File: src/rtl/smg_scan_controller_if.sv
// Load port and display outputs of the 7-segment scan controller.
// The source side uses master; the controller uses slave.
interface smg_scan_controller_if #(
    parameter int NUM_DIGITS = 4
);
    logic                      Load_Valid;
    logic [4*NUM_DIGITS-1:0]   Load_Data;
    logic [NUM_DIGITS-1:0]     Load_Dp;
    logic                      Load_Ready;
    logic [7:0]                Seg_Data;
    logic [NUM_DIGITS-1:0]     Dig_Sel;
    logic                      Frame_Done;

    modport master (
        output Load_Valid, Load_Data, Load_Dp,
        input  Load_Ready, Seg_Data, Dig_Sel, Frame_Done
    );

    modport slave (
        input  Load_Valid, Load_Data, Load_Dp,
        output Load_Ready, Seg_Data, Dig_Sel, Frame_Done
    );
endinterface

File: src/rtl/smg_scan_controller.sv
// Multiplexed common-anode 7-segment scanner: double-buffered BCD frame, BLANK gap before each digit.
// Outputs registered (change on the edge entering a state); Load_Ready low while a frame is pending.
module smg_scan_controller #(
    parameter int NUM_DIGITS = 4,
    parameter int SCAN_DIV   = 50000,
    parameter int BLANK_CYC  = 500,
    parameter int LZ_BLANK   = 1
) (
    input  logic                 CLK,
    input  logic                 RST,
    smg_scan_controller_if.slave bus
);
    localparam int MAXC = (SCAN_DIV > BLANK_CYC) ? SCAN_DIV : BLANK_CYC;
    localparam int CW   = $clog2(MAXC);
    localparam int IW   = (NUM_DIGITS > 1) ? $clog2(NUM_DIGITS) : 1;

    typedef enum logic {
        ST_BLANK,
        ST_SHOW
    } state_t;

    state_t                         state, nxt_state;
    logic [CW-1:0]                  cnt, nxt_cnt;
    logic [IW-1:0]                  idx, nxt_idx;
    logic [7:0]                     seg_q, nxt_seg;
    logic [NUM_DIGITS-1:0]          dig_q, nxt_dig;
    logic                           done_q, nxt_done;
    logic                           boundary;

    logic [NUM_DIGITS-1:0][3:0]     act_data, pend_data;
    logic [NUM_DIGITS-1:0]          act_dp, pend_dp;
    logic                           pend_full;
    logic                           accept;

    logic [NUM_DIGITS-1:0]          upper_zero;
    logic                           run_zero;
    logic [7:0]                     show_seg;
    logic [NUM_DIGITS-1:0]          show_dig;

    function automatic logic [7:0] encode(input logic [3:0] nib);
        case (nib)
            4'd0:    return 8'hC0;
            4'd1:    return 8'hF9;
            4'd2:    return 8'hA4;
            4'd3:    return 8'hB0;
            4'd4:    return 8'h99;
            4'd5:    return 8'h92;
            4'd6:    return 8'h82;
            4'd7:    return 8'hF8;
            4'd8:    return 8'h80;
            4'd9:    return 8'h90;
            default: return 8'hFF;
        endcase
    endfunction

    assign accept         = bus.Load_Valid && !pend_full;
    assign bus.Load_Ready = !pend_full;
    assign bus.Seg_Data   = seg_q;
    assign bus.Dig_Sel    = dig_q;
    assign bus.Frame_Done = done_q;

    // upper_zero[i]: nibbles i..N-1 of the active frame are all zero
    always_comb begin
        upper_zero = '0;
        run_zero   = 1'b1;
        for (int i = NUM_DIGITS - 1; i >= 0; i--) begin
            run_zero      = run_zero & (act_data[i] == 4'd0);
            upper_zero[i] = run_zero;
        end
    end

    always_comb begin
        show_seg = encode(act_data[idx]);
        if (LZ_BLANK != 0 && idx != '0 && upper_zero[idx])
            show_seg = 8'hFF;
        if (act_dp[idx])
            show_seg[7] = 1'b0;
        show_dig = '1;
        for (int i = 0; i < NUM_DIGITS; i++)
            show_dig[i] = (IW'(i) != idx);
    end

    always_comb begin
        nxt_state = state;
        nxt_cnt   = cnt + 1'b1;
        nxt_idx   = idx;
        nxt_seg   = seg_q;
        nxt_dig   = dig_q;
        nxt_done  = 1'b0;
        boundary  = 1'b0;
        case (state)
            ST_BLANK: begin
                if (cnt == CW'(BLANK_CYC - 1)) begin
                    nxt_state = ST_SHOW;
                    nxt_cnt   = '0;
                    nxt_seg   = show_seg;
                    nxt_dig   = show_dig;
                end
            end
            ST_SHOW: begin
                if (cnt == CW'(SCAN_DIV - 1)) begin
                    nxt_state = ST_BLANK;
                    nxt_cnt   = '0;
                    nxt_seg   = 8'hFF;
                    nxt_dig   = '1;
                    if (idx == IW'(NUM_DIGITS - 1)) begin
                        nxt_idx  = '0;
                        boundary = 1'b1;
                        nxt_done = 1'b1;
                    end else begin
                        nxt_idx = idx + 1'b1;
                    end
                end
            end
            default: begin
                nxt_state = ST_BLANK;
                nxt_cnt   = '0;
            end
        endcase
    end

    always_ff @(posedge CLK) begin
        if (RST) begin
            state     <= ST_BLANK;
            cnt       <= '0;
            idx       <= '0;
            seg_q     <= 8'hFF;
            dig_q     <= '1;
            done_q    <= 1'b0;
            act_data  <= '0;
            act_dp    <= '0;
            pend_data <= '0;
            pend_dp   <= '0;
            pend_full <= 1'b0;
        end else begin
            state  <= nxt_state;
            cnt    <= nxt_cnt;
            idx    <= nxt_idx;
            seg_q  <= nxt_seg;
            dig_q  <= nxt_dig;
            done_q <= nxt_done;
            // accept implies pend_full=0, so a boundary in the same cycle has nothing to swap
            if (accept) begin
                pend_data <= bus.Load_Data;
                pend_dp   <= bus.Load_Dp;
                pend_full <= 1'b1;
            end else if (boundary && pend_full) begin
                act_data  <= pend_data;
                act_dp    <= pend_dp;
                pend_full <= 1'b0;
            end
        end
    end
endmodule

File: src/flat_wrapper.sv
// flat-port wrapper written by rule: the top's interface ports become plain ports
module smg_scan_controller_flat 
#(
    parameter int NUM_DIGITS = 4,
    parameter int SCAN_DIV   = 50000,
    parameter int BLANK_CYC  = 500,
    parameter int LZ_BLANK   = 1
)
  (CLK, RST, bus_Load_Valid, bus_Load_Data, bus_Load_Dp, bus_Load_Ready, bus_Seg_Data, bus_Dig_Sel, bus_Frame_Done);
  smg_scan_controller_if #(.NUM_DIGITS(NUM_DIGITS)) bus_i ();
  input  logic CLK;
  input  logic RST;
  input wire logic [$bits(bus_i.Load_Valid)-1:0] bus_Load_Valid;
  input wire logic [$bits(bus_i.Load_Data)-1:0] bus_Load_Data;
  input wire logic [$bits(bus_i.Load_Dp)-1:0] bus_Load_Dp;
  output wire logic [$bits(bus_i.Load_Ready)-1:0] bus_Load_Ready;
  output wire logic [$bits(bus_i.Seg_Data)-1:0] bus_Seg_Data;
  output wire logic [$bits(bus_i.Dig_Sel)-1:0] bus_Dig_Sel;
  output wire logic [$bits(bus_i.Frame_Done)-1:0] bus_Frame_Done;
  assign bus_i.Load_Valid = bus_Load_Valid;
  assign bus_i.Load_Data = bus_Load_Data;
  assign bus_i.Load_Dp = bus_Load_Dp;
  assign bus_Load_Ready = bus_i.Load_Ready;
  assign bus_Seg_Data = bus_i.Seg_Data;
  assign bus_Dig_Sel = bus_i.Dig_Sel;
  assign bus_Frame_Done = bus_i.Frame_Done;
  smg_scan_controller #(.NUM_DIGITS(NUM_DIGITS), .SCAN_DIV(SCAN_DIV), .BLANK_CYC(BLANK_CYC), .LZ_BLANK(LZ_BLANK)) u_core (.CLK(CLK), .RST(RST), .bus(bus_i));
endmodule
File: config.mk
export PLATFORM = sky130hd
export DESIGN_NAME = smg_scan_controller_flat
export DESIGN_NICKNAME = d
export VERILOG_FILES = /design/src/rtl/smg_scan_controller_if.sv /design/src/rtl/smg_scan_controller.sv /design/src/flat_wrapper.sv
export SDC_FILE = /design/constraint.sdc
export NUM_CORES = 1
export LEC_CHECK = 0
export ABC_AREA = 1
export CORE_MARGIN = 4
export CORE_UTILIZATION = 55
export DETAILED_ROUTE_END_ITERATION = 8
export PLACE_DENSITY = 0.78
export SLEW_MARGIN = 20
export SYNTH_ARGS = -nofsm -noshare
export SYNTH_HDL_FRONTEND = slang
export SYNTH_SLANG_ARGS = --single-unit
File: constraint.sdc
create_clock -name CLK -period 3.3 [get_ports CLK]
set_input_delay 0.66 -clock CLK [delete_from_list [all_inputs] [get_ports CLK]]
set_output_delay 0.66 -clock CLK [all_outputs]
set_load 0.005 [all_outputs]
# Word-level counts from Yosys, hierarchy flattened
# Memory sizes are Yosys's and may differ from the RTL's.
# Index checks and enable logic that the tools add are counted.
[totals]
register_bits = 73
mem_bits_ro = 112
in_bits = 23
elab_cells = 73
n_memories = 1
[mem_list]
columns = ["name", "depth", "word_bits", "read_ports", "rd_clocked_by_memory_dff", "write_ports", "line", "source"]
rows = [
  ["(no name shown)", 16, 7, 1, 0, 0, "smg_scan_controller.sv:41", "case (nib)"],
]
[op_classes]
addsub = 2
n_lt_le_gt_ge = 1
n_eq_ne = 8
n_mux = 26
bitwise_logic = 5
n_reduce_logical = 13
[op_table]
columns = ["op", "n"]
rows = [
  ["16-bit 2-to-1 mux", 2],
  ["16-bit case mux with 2 select lines", 1],
  ["8-bit 2-to-1 mux", 3],
  ["16-bit by 1-bit adder with 16-bit output, second input constant", 1],
  ["16-bit == test, second input constant", 1],
  ["16-bit by 9-bit == test with 1-bit output, second input constant", 1],
  ["4-bit zero test", 4],
  ["8-bit case mux with 2 select lines", 1],
  ["4-bit 2-to-1 mux", 3],
  ["1-bit 2-to-1 mux", 10],
  ["4-bit binary-select mux with 2-bit select", 1],
  ["4-bit case mux with 2 select lines", 1],
  ["2-bit AND reduction", 3],
  ["1-bit binary-select mux with 2-bit select", 2],
  ["2-bit inequality test, first input constant", 2],
  ["2-bit nonzero test", 2],
  ["1-bit bitwise AND", 3],
  ["1-bit logical AND", 3],
  ["2-bit by 3-bit less-than comparator with 1-bit output, second input constant", 1],
  ["2-bit by 1-bit adder with 2-bit output, second input constant", 1],
  ["2-bit == test, second input constant", 1],
  ["2-bit 2-to-1 mux", 1],
  ["1-bit by 2-bit inequality test with 1-bit output, first input constant", 1],
  ["2-bit by 1-bit inequality test with 1-bit output, second input constant", 1],
  ["4 further kinds", 5],
]

# Longest topological paths before layout
[logic_depth]
word_depth = 11
mapped_depth = 13
depth_no_buf = 11

# Worst setup path after synthesis
# Ideal clock, no wire load.
[synth_timing]
path_type = "reg-to-reg"
from = "register u_core.idx[0]"
to = "register u_core.seg_q[1], in the netlist u_core.bus.Seg_Data[1]"
setup_time_ps = 124
t_arrival_ps = 1610
t_required_ps = 3176
setup_slack_ps = 1567
path_stages_with_launch = 12
path_buffers = 2
period_less_slack_ps = 1733
path_cell_list = "dfxtp_1 -> buf_2 -> buf_2 -> nand2_1 -> o21ai_0 -> nand2_1 -> nand2_1 -> inv_1 -> ha_1 -> nand3_1 -> a21boi_0 -> a21oi_1"
[synth_between]
elab_chain_cells = 6
elab_cells_between_ends = 10
cone_classes = "mux: 7; reduce/logical: 2; memory: 1"
[synth_rtl]
columns = ["item", "line", "source"]
rows = [
  ["from (decl)", "smg_scan_controller.sv:24", "logic [IW-1:0] idx, nxt_idx;"],
  ["from (signal assigned)", "smg_scan_controller.sv:138", "idx <= nxt_idx;"],
  ["4-bit binary-select mux with 2-bit select / 1-bit binary-select mux with 2-bit select (equally long branches)", "smg_scan_controller.sv:73, smg_scan_controller.sv:74", ""],
  ["4-bit 2-to-1 mux (implied by the code) / 1-bit 2-to-1 mux (equally long branches)", "smg_scan_controller.sv:73, smg_scan_controller.sv:74", ""],
  ["memory read 16 x 7 bit / 1-bit logical AND (equally long branches)", "-", ""],
  ["8-bit 2-to-1 mux *", "smg_scan_controller.sv:74", "if (LZ_BLANK != 0 && idx != '0 && upper_zero[idx])"],
  ["8-bit 2-to-1 mux *", "smg_scan_controller.sv:93", "if (cnt == CW'(BLANK_CYC - 1)) begin"],
  ["8-bit case mux with 2 select lines *", "smg_scan_controller.sv:91", "case (state)"],
  ["to (signal assigned)", "smg_scan_controller.sv:139", "seg_q <= nxt_seg;"],
  ["to (decl)", "smg_scan_controller.sv:25", "logic [7:0] seg_q, nxt_seg;"],
]
# Every way passes the cells marked *; elsewhere a longest branch is shown, timed or not. The select of a mux whose other input is x is not followed.
# A chain may end at the register's enable or synchronous reset.

# Final worst setup path
[layout_timing]
from = "register u_core.pend_full"
to = "output port bus_Load_Ready"
[layout_between]
elab_chain_cells = 1
[layout_rtl]
columns = ["item", "line", "source"]
rows = [
  ["from (decl)", "smg_scan_controller.sv:32", "logic pend_full;"],
  ["from (signal assigned)", "smg_scan_controller.sv:134", "pend_full <= 1'b0;"],
  ["from (signal assigned)", "smg_scan_controller.sv:146", "pend_full <= 1'b1;"],
  ["from (signal assigned)", "smg_scan_controller.sv:150", "pend_full <= 1'b0;"],
  ["1-bit zero test", "smg_scan_controller.sv:57", "assign bus.Load_Ready = !pend_full;"],
  ["to (decl)", "flat_wrapper.sv:16", "output wire logic [$bits(bus_i.Load_Ready)-1:0] bus_Load_Ready;"],
]
# Every way passes these cells.

==> results.toml <==
[clock_network]
cts_tree = "built"
root_buffer = "clkbuf_8"
htree_levels = 3
numCtsBuffers = 9
cts.repair.resized = 0
path_clk_slew_ps = 90
clkLatencyLatePin_ps = 360
clock_sinks = 73
postCtsSetupBuffers = 0
cts_buffer_depth = 2
holdBufCountCts = 0

[yosys]
syn-num-nets = 546
yosysTopAreaCell = "dfxtp_1"
syn_area_sq_mm = 0.00354
syn_avg_cell_area_sq_um = 6.90
synth-seq-area-share = 0.413
synth_commonest_cells = "107 x nor2_1, 91 x nand2_1, 73 x dfxtp_1"
synth_edf_count = 0
yosysMostFrequentCell = "nor2_1"
ys_warn_count = 0
yosys.area.top_type_share = 0.413
syn-instance-count = 513
synth_ff_type = "dfxtp_1"
async_flop_share = 0
synth_seq_cells = 73
netlist-cell-type-count = 30
synthTopCellsByArea = "dfxtp_1 41%, nor2_1 11%, nand2_1 9.6%, nand3_1 6.5%, inv_1 5.2%"

[worst_setup_path]
crit_type = "flop to output port"
critPathCaptureType = "output port"
r2r_slack_ps = 1170
reg2regPathDepth = 11
arrival_ps = 1600
crit_slowest_cell = "clkdlybuf4s50_1"
r2r-start = "u_core.idx[0]"
crit_required_ps = 2640
start_kind = "flop"
path_max_fanout = 22
r2r-end = "u_core.bus.Seg_Data[5]"
cp_cell_sequence = "buf_4 > inv_1 > clkdlybuf4s50_1"
cp_slowest_stage_delay_ps = 540

[drt]
vias_per_cell = 4.96
drt_iter0_markers = 208
dr_total_vias = 3074
ant_nets = 0
drc = 0
wl_per_cell_um = 11.1
first_pass_iters = 4
wl_um = 6900

[grt]
grt_max_degree = 44
busiest_layer = "met2"
grt_pass1_wl_um = 12300
grt_overflow = 0
use_met3 = 0.0475
first_global_vias = 2928
grt_antenna_before_repair = 0
gr-usage-all-layers = 0.199
use_met1 = 0.246
gr-usage-met2 = 0.332

[power]
peakVddDrop_v = 0.000313
leakage_nw = 1.71
power_density_mw_per_mm2 = 438

[sta]
fmax_mhz = 442
period_minus_slack_ps = 2260
rsz0062_at_grt = "false"
finalClockSkew_ps = 9.08
setup_tns_ps = 0
tightest_slew_ps = 958
hold_viol = 0
min_period_over_period = 0.685
finalSetupViolations = 0
relSlewSlack = 0.360
worst_slack_ps = 1040
final_max_slew_viol_count = 0

[min_path]
hold_path.class = "flop to flop"
min_to = "u_core.pend_data[0]"
min_delay_path_depth = 2
min-delay-start = "u_core.pend_data[0]"

[status]
status = "finished, final reports clean"

[finish]
drive_gt1_frac = 0.0789
area_delta_synth_final_pct = 16.2
fin_nets = 573
finish.instance_area_sq_mm = 0.00412
diodes = 0

[floorplanning]
die_area_sq_mm = 0.00779
start_util = 0.581
die_w_um = 88.3
ios = 37
rows = 28
core_area_sq_mm = 0.00610
die_h_um = 88.3

[place]
routabilityCongestion = 0.891
port-buffer-count = 36
post-place-ws_ps = 893
place_area_sq_mm = 0.00389
dp_hpwl_um = 4960

[job]
max-cap-violations = 0
==> worst max path at each step <==
stage | start | to | slack (ps) | depth (start not counted)
after CTS | u_core.pend_full | bus_Load_Ready | 1030 | 3
final | u_core.pend_full | bus_Load_Ready | 1040 | 3
after global placement | bus_Load_Valid | u_core.pend_dp[2] | 1020 | 4
after detailed placement | bus_Load_Valid | u_core.pend_data[4] | 890 | 4
after floorplan | u_core.idx[0] | u_core.bus.Seg_Data[1] | 1570 | 11
after global routing | u_core.idx[0] | u_core.act_data[10] | 830 | 6
==> cell families (layout without fill, tap and decap cells) <==
logic type                 after synthesis  count (layout)  share of synthesized area
buffers and inverters                   79             111                     0.0950
and+or+nand+nor                        277             277                      0.344
xor gates and xnor gates                 7               7                     0.0173
adders and majority gates               10              10                     0.0353
DFF                                     73              73                      0.413
AOI/OAI and AO/OA                       67              67                     0.0961
==> through the flow <==
step           cells  utilization  power (mW)  hold WS [ps]
3_5_place_dp     604        0.638        1.03           445
4_1_cts          620        0.675        1.82           458
2_1_floorplan    513            -       0.992           413
6_report         620        0.675        1.80           456
3_3_place_gp     604        0.638        1.03           433
5_1_grt          620        0.675        1.88           467
==> critical path: cells and delay by family (launching register included) <==
family                 cells  cell delay (ps)
DFF                        1              310
buffers and inverters      3              930
==> power by group <==
part           leakage [nW]  switching, mW  internal (mW)
clock                 0.110          0.360          0.433
sequential            0.594        0.00663          0.903
combinational          1.00         0.0560         0.0454
total                  1.71          0.423           1.38
==> final cells by class <==
class / count / area [sq um]
Fill cell: 558 / 1980
Inverter: 57 / 214
Timing Repair Buffer: 38 / 375
Multi-Input combinational cell: 361 / 1740
Tap cell: 75 / 93.8
Sequential cell: 73 / 1460
Clock inverter: 7 / 103
Clock buffer: 9 / 124
==> state kept, by name, indices dropped and copies added (netlist names), 2 cells and up <==
signal / flops
u_core.act_data: 16
u_core.act_dp: 4
u_core.bus.Dig_Sel: 4
u_core.bus.Seg_Data: 8
u_core.cnt: 16
u_core.idx: 2
u_core.pend_data: 16
u_core.pend_dp: 4
==> cell usage in the layout, fill, tap and decap left out, drive strengths merged <==
cell | netlist | layout
a21boi | 1 | 1
a21oi | 36 | 36
and2 | 2 | 2
and3 | 1 | 1
buf | 16 | 2
bufinv | 0 | 2
clkbuf | 6 | 9
clkdlybuf4s50 | 0 | 36
clkinv | 0 | 2
clkinvlp | 0 | 1
dfxtp | 73 | 73
ha | 10 | 10
inv | 57 | 59
nand2 | 96 | 96
nand3 | 50 | 50
nand3b | 5 | 5
nand4 | 1 | 1
nor2 | 114 | 114
nor3 | 7 | 7
nor3b | 1 | 1
o21ai | 29 | 29
o21bai | 1 | 1
xnor2 | 1 | 1
xor2 | 6 | 6
==> metal layers <==
metal | part of all wire | routed length (um) | vias up
li1 | - | - | 1663
met1 | 0.49 | 3370 | 1320
met2 | 0.43 | 2970 | 78
met3 | 0.062 | 426 | 13
met4 | 0.021 | 143 | 0
met5 | 0 | 0 | -
(Power assumes the default switching activity.)
